File: src/rtl/boolean_lut_if.sv
// Operand/result handshake and truth-table config bundle for boolean_lut_unit.
// The master side drives operands and config; the slave side is the LUT unit.
interface boolean_lut_if #(
  parameter int WIDTH = 8,
  parameter int NFUNC = 4,
  parameter int CNT_W = 8
);
  localparam int SEL_W = $clog2(NFUNC);

  logic             ena;
  logic [WIDTH-1:0] a_i;
  logic [WIDTH-1:0] b_i;
  logic [SEL_W-1:0] func_sel_i;
  logic             mode_i;
  logic             acc_clr_i;
  logic             in_valid_i;
  logic             in_ready_o;
  logic             out_valid_o;
  logic             out_ready_i;
  logic [WIDTH-1:0] y_o;
  logic             parity_o;
  logic [CNT_W-1:0] cnt_o;
  logic             cfg_we_i;
  logic [SEL_W-1:0] cfg_sel_i;
  logic [3:0]       cfg_tt_i;

  modport master (
    output ena, a_i, b_i, func_sel_i, mode_i, acc_clr_i, in_valid_i, out_ready_i,
           cfg_we_i, cfg_sel_i, cfg_tt_i,
    input  in_ready_o, out_valid_o, y_o, parity_o, cnt_o
  );

  modport slave (
    input  ena, a_i, b_i, func_sel_i, mode_i, acc_clr_i, in_valid_i, out_ready_i,
           cfg_we_i, cfg_sel_i, cfg_tt_i,
    output in_ready_o, out_valid_o, y_o, parity_o, cnt_o
  );
endinterface

File: src/rtl/boolean_lut_unit.sv
// Registered per-bit 2-input boolean unit with programmable truth tables,
// direct/accumulate modes, valid/ready handshake and a saturating beat counter.
module boolean_lut_unit #(
  parameter int WIDTH = 8,
  parameter int NFUNC = 4,
  parameter int CNT_W = 8
) (
  input  logic          clk,
  input  logic          rst_n,
  boolean_lut_if.slave  bus
);
  localparam int SEL_W = $clog2(NFUNC);

  // Power-up tables: AND, OR, XOR, pass-B; any further slots start as constant 0.
  function automatic logic [3:0] tt_reset(int slot);
    case (slot)
      0:       return 4'b1000;
      1:       return 4'b1110;
      2:       return 4'b0110;
      3:       return 4'b1010;
      default: return 4'b0000;
    endcase
  endfunction

  logic [3:0]       tt_q [NFUNC];
  logic [WIDTH-1:0] acc_q;
  logic [WIDTH-1:0] y_q;
  logic             parity_q;
  logic             out_valid_q;
  logic [CNT_W-1:0] cnt_q;

  logic             in_ready;
  logic             accept;
  logic [WIDTH-1:0] acc_eff;
  logic [WIDTH-1:0] op_a;
  logic [3:0]       tt_cur;
  logic [WIDTH-1:0] result;

  assign in_ready = bus.ena & (~out_valid_q | bus.out_ready_i);
  assign accept   = bus.in_valid_i & in_ready;
  // Clear takes effect before a same-cycle accumulate beat is applied.
  assign acc_eff  = bus.acc_clr_i ? '0 : acc_q;
  assign op_a     = bus.mode_i ? acc_eff : bus.a_i;
  assign tt_cur   = tt_q[bus.func_sel_i];

  // NOTE: every always_comb output gets a default first so no latch is inferred.
  always_comb begin
    result = '0;
    for (int k = 0; k < WIDTH; k++) begin
      result[k] = tt_cur[{op_a[k], bus.b_i[k]}];
    end
  end

  // NOTE: the table is tiny and has defined power-up contents, so it lives in
  // reset flops rather than a RAM; a table without reset values would not.
  always_ff @(posedge clk or negedge rst_n) begin
    if (!rst_n) begin
      for (int i = 0; i < NFUNC; i++) tt_q[i] <= tt_reset(i);
    end else if (bus.cfg_we_i && bus.ena) begin
      // Same-cycle beats read the old entry; the write lands at this edge.
      tt_q[bus.cfg_sel_i] <= bus.cfg_tt_i;
    end
  end

  // NOTE: all sequential state uses non-blocking assignments so every block
  // samples pre-edge values regardless of evaluation order.
  always_ff @(posedge clk or negedge rst_n) begin
    if (!rst_n) begin
      acc_q       <= '0;
      y_q         <= '0;
      parity_q    <= 1'b0;
      out_valid_q <= 1'b0;
      cnt_q       <= '0;
    end else begin
      if (bus.acc_clr_i) acc_q <= '0;
      if (accept && bus.mode_i) acc_q <= result;

      if (accept) begin
        y_q         <= result;
        parity_q    <= ^result;
        out_valid_q <= 1'b1;
      end else if (bus.out_ready_i) begin
        out_valid_q <= 1'b0;
      end

      if (accept && (cnt_q != {CNT_W{1'b1}})) cnt_q <= cnt_q + CNT_W'(1);
    end
  end

  assign bus.in_ready_o  = in_ready;
  assign bus.out_valid_o = out_valid_q;
  assign bus.y_o         = y_q;
  assign bus.parity_o    = parity_q;
  assign bus.cnt_o       = cnt_q;

  logic unused_sel;
  assign unused_sel = ^{SEL_W{1'b0}};
endmodule

File: src/flat_wrapper.sv
// flat-port wrapper written by rule: the top's interface ports become plain ports
module boolean_lut_unit_flat 
#(
  parameter int WIDTH = 8,
  parameter int NFUNC = 4,
  parameter int CNT_W = 8
)
  (clk, rst_n, bus_ena, bus_a_i, bus_b_i, bus_func_sel_i, bus_mode_i, bus_acc_clr_i, bus_in_valid_i, bus_out_ready_i, bus_cfg_we_i, bus_cfg_sel_i, bus_cfg_tt_i, bus_in_ready_o, bus_out_valid_o, bus_y_o, bus_parity_o, bus_cnt_o);
  boolean_lut_if #(.WIDTH(WIDTH), .NFUNC(NFUNC), .CNT_W(CNT_W)) bus_i ();
  input  logic clk;
  input  logic rst_n;
  input wire logic [$bits(bus_i.ena)-1:0] bus_ena;
  input wire logic [$bits(bus_i.a_i)-1:0] bus_a_i;
  input wire logic [$bits(bus_i.b_i)-1:0] bus_b_i;
  input wire logic [$bits(bus_i.func_sel_i)-1:0] bus_func_sel_i;
  input wire logic [$bits(bus_i.mode_i)-1:0] bus_mode_i;
  input wire logic [$bits(bus_i.acc_clr_i)-1:0] bus_acc_clr_i;
  input wire logic [$bits(bus_i.in_valid_i)-1:0] bus_in_valid_i;
  input wire logic [$bits(bus_i.out_ready_i)-1:0] bus_out_ready_i;
  input wire logic [$bits(bus_i.cfg_we_i)-1:0] bus_cfg_we_i;
  input wire logic [$bits(bus_i.cfg_sel_i)-1:0] bus_cfg_sel_i;
  input wire logic [$bits(bus_i.cfg_tt_i)-1:0] bus_cfg_tt_i;
  output wire logic [$bits(bus_i.in_ready_o)-1:0] bus_in_ready_o;
  output wire logic [$bits(bus_i.out_valid_o)-1:0] bus_out_valid_o;
  output wire logic [$bits(bus_i.y_o)-1:0] bus_y_o;
  output wire logic [$bits(bus_i.parity_o)-1:0] bus_parity_o;
  output wire logic [$bits(bus_i.cnt_o)-1:0] bus_cnt_o;
  assign bus_i.ena = bus_ena;
  assign bus_i.a_i = bus_a_i;
  assign bus_i.b_i = bus_b_i;
  assign bus_i.func_sel_i = bus_func_sel_i;
  assign bus_i.mode_i = bus_mode_i;
  assign bus_i.acc_clr_i = bus_acc_clr_i;
  assign bus_i.in_valid_i = bus_in_valid_i;
  assign bus_i.out_ready_i = bus_out_ready_i;
  assign bus_i.cfg_we_i = bus_cfg_we_i;
  assign bus_i.cfg_sel_i = bus_cfg_sel_i;
  assign bus_i.cfg_tt_i = bus_cfg_tt_i;
  assign bus_in_ready_o = bus_i.in_ready_o;
  assign bus_out_valid_o = bus_i.out_valid_o;
  assign bus_y_o = bus_i.y_o;
  assign bus_parity_o = bus_i.parity_o;
  assign bus_cnt_o = bus_i.cnt_o;
  boolean_lut_unit #(.WIDTH(WIDTH), .NFUNC(NFUNC), .CNT_W(CNT_W)) u_core (.clk(clk), .rst_n(rst_n), .bus(bus_i));
endmodule
File: config.mk
export PLATFORM = sky130hd
export DESIGN_NAME = boolean_lut_unit_flat
export DESIGN_NICKNAME = d
export VERILOG_FILES = /design/src/rtl/boolean_lut_if.sv /design/src/rtl/boolean_lut_unit.sv /design/src/flat_wrapper.sv
export SDC_FILE = /design/constraint.sdc
export NUM_CORES = 1
export LEC_CHECK = 0
export CELL_PAD_IN_SITES_DETAIL_PLACEMENT = 2
export CELL_PAD_IN_SITES_GLOBAL_PLACEMENT = 2
export CORE_ASPECT_RATIO = 0.6
export CORE_MARGIN = 4
export CORE_UTILIZATION = 30
export CTS_BUF_LIST = sky130_fd_sc_hd__clkbuf_4 sky130_fd_sc_hd__clkbuf_8 sky130_fd_sc_hd__clkbuf_16
export DETAILED_ROUTE_END_ITERATION = 8
export PLACE_DENSITY = 0.81
export SETUP_SLACK_MARGIN = 0.3
export SLEW_MARGIN = 20
export SYNTH_ARGS = -nofsm -noshare
export SYNTH_HDL_FRONTEND = slang
export SYNTH_SLANG_ARGS = --single-unit
File: constraint.sdc
create_clock -name clk -period 2.2 [get_ports clk]
set_clock_uncertainty 0.15 [all_clocks]
set_input_delay 0.44 -clock clk [delete_from_list [all_inputs] [get_ports clk]]
set_output_delay 0.44 -clock clk [all_outputs]
set_load 0.05 [all_outputs]
# Word-level counts from Yosys, hierarchy flattened
# Cells that the tools add are included.
[classes]
addsub = 1
multipliers = 0
div = 0
order_cmp = 11
eq_ne = 1
shifts = 0
muxes = 27
n_bitwise = 6
n_reduce_logical = 6
[op_table]
columns = ["cell", "count"]
rows = [
  ["$lt 2x3->1 const B", 8],
  ["$mux 8", 3],
  ["$bmux 1 s2", 8],
  ["$bwmux 16", 1],
  ["$mux 4", 3],
  ["$mux 1", 10],
  ["$add 8x1->8 const B", 1],
  ["$bmux 4 s2", 1],
  ["$demux 4 s2", 1],
  ["$ne 8x8->1 const B", 1],
  ["$reduce_xor 8->1", 1],
  ["$ge 3x3->1 const B", 2],
  ["$not 2->3", 2],
  ["$logic_and 1x1->1", 4],
  ["$lt 3x1->1 const B", 1],
  ["$and 1x1->1", 2],
  ["$reduce_bool 2->1", 1],
  ["$not 1->1", 1],
  ["$or 1x1->1", 1],
]
[totals]
ff_bits = 42
latch_bits = 0
ram_bits = 0
romBits = 0
output_inout_bits = 19
n_memories = 0

# Longest topological paths before layout
[logic_depth]
depth_word = 7
mapped_depth = 8
mapped_depth_nobuf = 7

# Worst setup path before layout
# OpenSTA, ideal clock, no wires.
[synth_timing]
path_kind = "input-to-reg"
startpoint = "input bus_func_sel_i[0]"
endpoint = "register u_core.parity_q (netlist: u_core.bus.parity_o)"
setup_time_ns = 0.123
arrival_time_ns = 2.014
required_time_ns = 1.927
setup_slack_ns = -0.087
stages = 6
n_path_buf = 0
cell_sequence = "mux4_2 > mux4_2 > xnor2_1 > xnor2_1 > xnor2_1 > o21ai_1"
[synth_via]
elab_chain_len = 7
elab_cells_between_ends = 21
[synth_rtl]
columns = ["element", "line", "rtl"]
rows = [
  ["start: declaration", "flat_wrapper.sv:15", "input wire logic [$bits(bus_i.func_sel_i)-1:0] bus_func_sel_i;"],
  ["$not 2->3 (implied by the code) *", "boolean_lut_unit.sv:44", "assign tt_cur = tt_q[bus.func_sel_i];"],
  ["$bmux 4 s2 *", "boolean_lut_unit.sv:44", ""],
  ["$mux 4 (implied by the code) * (2 in a row)", "boolean_lut_unit.sv:44", ""],
  ["$bmux 1 s2", "boolean_lut_unit.sv:50", "result[k] = tt_cur[{op_a[k], bus.b_i[k]}];"],
  ["$mux 1 (implied by the code)", "boolean_lut_unit.sv:50", ""],
  ["$reduce_xor 8->1 *", "boolean_lut_unit.sv:80", "parity_q <= ^result;"],
  ["end signal: assignment", "boolean_lut_unit.sv:80", ""],
  ["end: declaration", "boolean_lut_unit.sv:28", "logic parity_q;"],
]
# Every way passes the cells marked *; elsewhere a longest branch is shown, timed or not. The select of a mux whose other input is x is not followed.
# A chain may end at the register's enable or synchronous reset.

# Worst setup path in the final report
[layout_timing]
startpoint = "register u_core.tt_q[2] (netlist name)"
endpoint = "register u_core.parity_q (netlist: u_core.bus.parity_o)"
[layout_via]
elab_chain_len = 6
elab_cells_between_ends = 20
[layout_rtl]
columns = ["element", "line", "rtl"]
rows = [
  ["start: declaration", "boolean_lut_unit.sv:25", "logic [3:0] tt_q [NFUNC];"],
  ["start signal: indexed assignment", "boolean_lut_unit.sv:61", "tt_q[bus.cfg_sel_i] <= bus.cfg_tt_i;"],
  ["$bmux 4 s2 *", "boolean_lut_unit.sv:44", ""],
  ["$mux 4 (implied by the code) * (2 in a row)", "boolean_lut_unit.sv:44", ""],
  ["$bmux 1 s2", "boolean_lut_unit.sv:50", ""],
  ["$mux 1 (implied by the code)", "boolean_lut_unit.sv:50", ""],
  ["$reduce_xor 8->1 *", "boolean_lut_unit.sv:80", ""],
]
# Marked as above.

==> summary.txt <==
Final Cycle Share: 113%
Chip Width: 117 um
cell taking the most area after synthesis: dfrtp_1
crit-path cells: mux4_2, mux4_2, xnor2_1, xnor2_1, xnor2_1, o21ai_1
Ant. Diodes: 0
fmax: 0.403 GHz
post-synthesis register bit count: 42
Int Power: 2.30 mW
1st-iter DRT viols: 52
P per Cell Area: 1110 mW/mm^2
synthesized area: 0.00212 mm^2
Switch Pwr: 1.36 mW
depth of the CTS H-tree: 2
RSZ-0062 raised after global routing: true
Comb pwr share: 45.1%
Worst Hold Class: input port to async pin
final setup fails: 9
Die Y: 73.1 um
ratio of cells with drive above 1 in the final layout: 49.4%
cell with the largest stage delay on the worst path: mux4_2
outcome: finished, violations left
final-report max-slew violation count: 0
final hold viol count: 0
synthesized instance count: 148
Synth Net Count: 181
max cap viols: 0
Slew HR: 65.5%
clk slew on worst S/H paths: 0.06 ns
Tmin final: 2.48 ns
vias: 1,605
Seq pwr share: 31.6%
final WL: 6.96 mm
Yosys top cell area share: 40.1%
Yosys cell types: 24
CP top delay family: multiplexers
io pins: 51
maximum fanout along the worst path: 8
YS warnings: 0
post-synthesis area per instance: 14.3 um^2
most frequent cells in the layout: dfrtp_1 (31), clkdlybuf4s50_1 (24), buf_4 (24), dlygate4sd2_1 (20), mux2_2 (19)
gr usage total: 16.5%
CTS buffer count: 5
HPWL Detailed: 5.01 mm
Clock power frac: 23.3%
worst r2r path cells: 6
Crit Path Category: flip-flop to flip-flop
Slew @ Worst Pin: 0.520 ns
worst path buffer plus inverter count: 0
wire per inst: 21.3 um
pin count of the biggest net entering global routing: 25
most common cell after layout, fill and taps aside: dfrtp_1
CP arrival: 2.49 ns
1st-pass router iterations: 4
Vias/cell: 4.92
clock sink count: 42
P_leak: 1.48 nW
layout net count: 271
crit-path max cell delay: 0.56 ns
Root Buffer: clkbuf_16
Antenna Nets Post-Route: 0
post-route worst setup slack: -0.281 ns
reg2reg end: u_core.bus.parity_o
CTS tree: built
grt ovf: 0
Layout fillers: 649
cell row count: 23
r2r startpoint: u_core.tt_q[2]
synth top area cells: dfrtp_1 (40%), mux2_2 (17%), mux4_2 (13%)
initial antenna violation count: 0
Placeable Area: 0.00676 mm^2
Starting Density: 31.4%
CP required: 2.21 ns
switch share: 37.2%
Routability Congestion: 0.845
Seq/Total Area, Yosys: 50.0%
CP Launch Type: flip-flop
Placement Setup Slack: -0.902 ns
failing checks: negative setup slack
global-route wire length before repair: 10.3 mm
clk_lat worst skew: 0.28 ns
reg-to-reg slack, setup: -0.28 ns
CTS max path bufs: 2
Final Power: 3.66 mW
CP most frequent cell: xnor2_1
full die area: 0.00852 mm^2
DRC: 0
Worst setup EP type: flip-flop
vias in the first global route: 1,789
worst ir drop on vdd: 0.000577 V
Syn-to-layout area delta: 55.4%
# port buffers: 50
## Yosys cell counts (all sizes together)
cell	instances
nand4	3
mux2i	8
o21ai	2
inv	1
nor2	2
dfrtp	34
or3	1
and2	1
and2b	1
dfstp	8
nand4b	1
buf	1
nand2b	1
nand3	3
nor2b	7
and3	2
nor3	1
mux2	32
ha	1
xor2	1
mux4	12
nand2	11
clkbuf	1
xnor2	13
## routing by layer
metal / global-route usage, % / vias up / share of wire (%)
met5: 0 / - / 0
met2: 25.5 / 42 / 45
met4: 2.67 / 0 / 0.20
met1: 24.3 / 836 / 50
met3: 3.73 / 2 / 5.3
li1: - / 725 / -
## sequential cells by signal (all words and copies together), names as in the netlist
| register | count |
|---|---|
| u_core.bus.cnt_o | 8 |
| u_core.tt_q | 16 |
| u_core.acc_q | 8 |
| u_core.bus.y_o | 8 |
| u_core.bus.parity_o | 1 |
| u_core.bus.out_valid_o | 1 |
## cell families (layout without fill, tap and decap cells)
group                      Yosys count  in the layout  synth area share [%]
muxes                               52             52                  33.5
DFF                                 42             42                  50.0
and+or+nand+nor                     34             34                  8.55
xor gates and xnor gates            14             14                  5.78
buffers and inverters                3             94                  1.06
AOI/OAI and AO/OA                    2              2                 0.472
adders and majority gates            1              1                 0.590
## through the flow
stage               hold WS, ns  std cells  util [%]  instance area [um^2]  setup TNS, ns
finish                    0.344        326      48.7                  3300          -1.26
global route              0.351        326      48.7                  3300          -1.90
CTS                       0.337        322      48.0                  3240         -0.592
detailed placement       0.0997        309      43.4                  2930         -12.51
global placement         0.0974        309      43.4                  2930         -11.59
floorplan              -0.00559        148         -                  2150        -0.0863
## power by group through the flow
stage               Combinational, mW  Sequential (mW)  Clock (mW)
detailed placement               1.52             1.17           0
global placement                 1.48             1.15           0
finish                           1.65             1.16       0.852
floorplan                       0.566             1.54           0
CTS                              1.59             1.16       0.869
global route                     1.73             1.18       0.907
## area by class of cell
class | count | area (um^2) | share of cell area [%]
inverters | 1 | 3.75 | 0.114
well taps | 87 | 109 | 3.30
multi-input cells | 103 | 1170 | 35.4
flip-flops and latches | 42 | 1060 | 32.3
clock inverters | 3 | 43.8 | 1.33
repair buffers | 85 | 782 | 23.7
clock buffers | 5 | 125 | 3.80
## worst max-delay path by stage
stage,from,to,slack [ns],cells after the start
finish,u_core.tt_q[2],u_core.bus.parity_o,-0.28,6
global route,u_core.tt_q[2],u_core.bus.parity_o,-0.34,6
global placement,bus_func_sel_i[0],u_core.bus.parity_o,-0.84,7
CTS,u_core.tt_q[0],u_core.bus.parity_o,-0.19,6
floorplan,bus_func_sel_i[0],u_core.bus.parity_o,-0.09,6
detailed placement,bus_func_sel_i[0],u_core.bus.parity_o,-0.90,7
## timing repair
item,4_1_cts,5_1_grt
gates cloned,0,0
endpoints found under the setup margin,36,17
hold buffers,1,0
setup buffers,4,4
gates resized for setup,55,5
hold endpoints to repair,2,0
pin swaps,5,4
No activity file was read; power rests on OpenSTA's default activity.
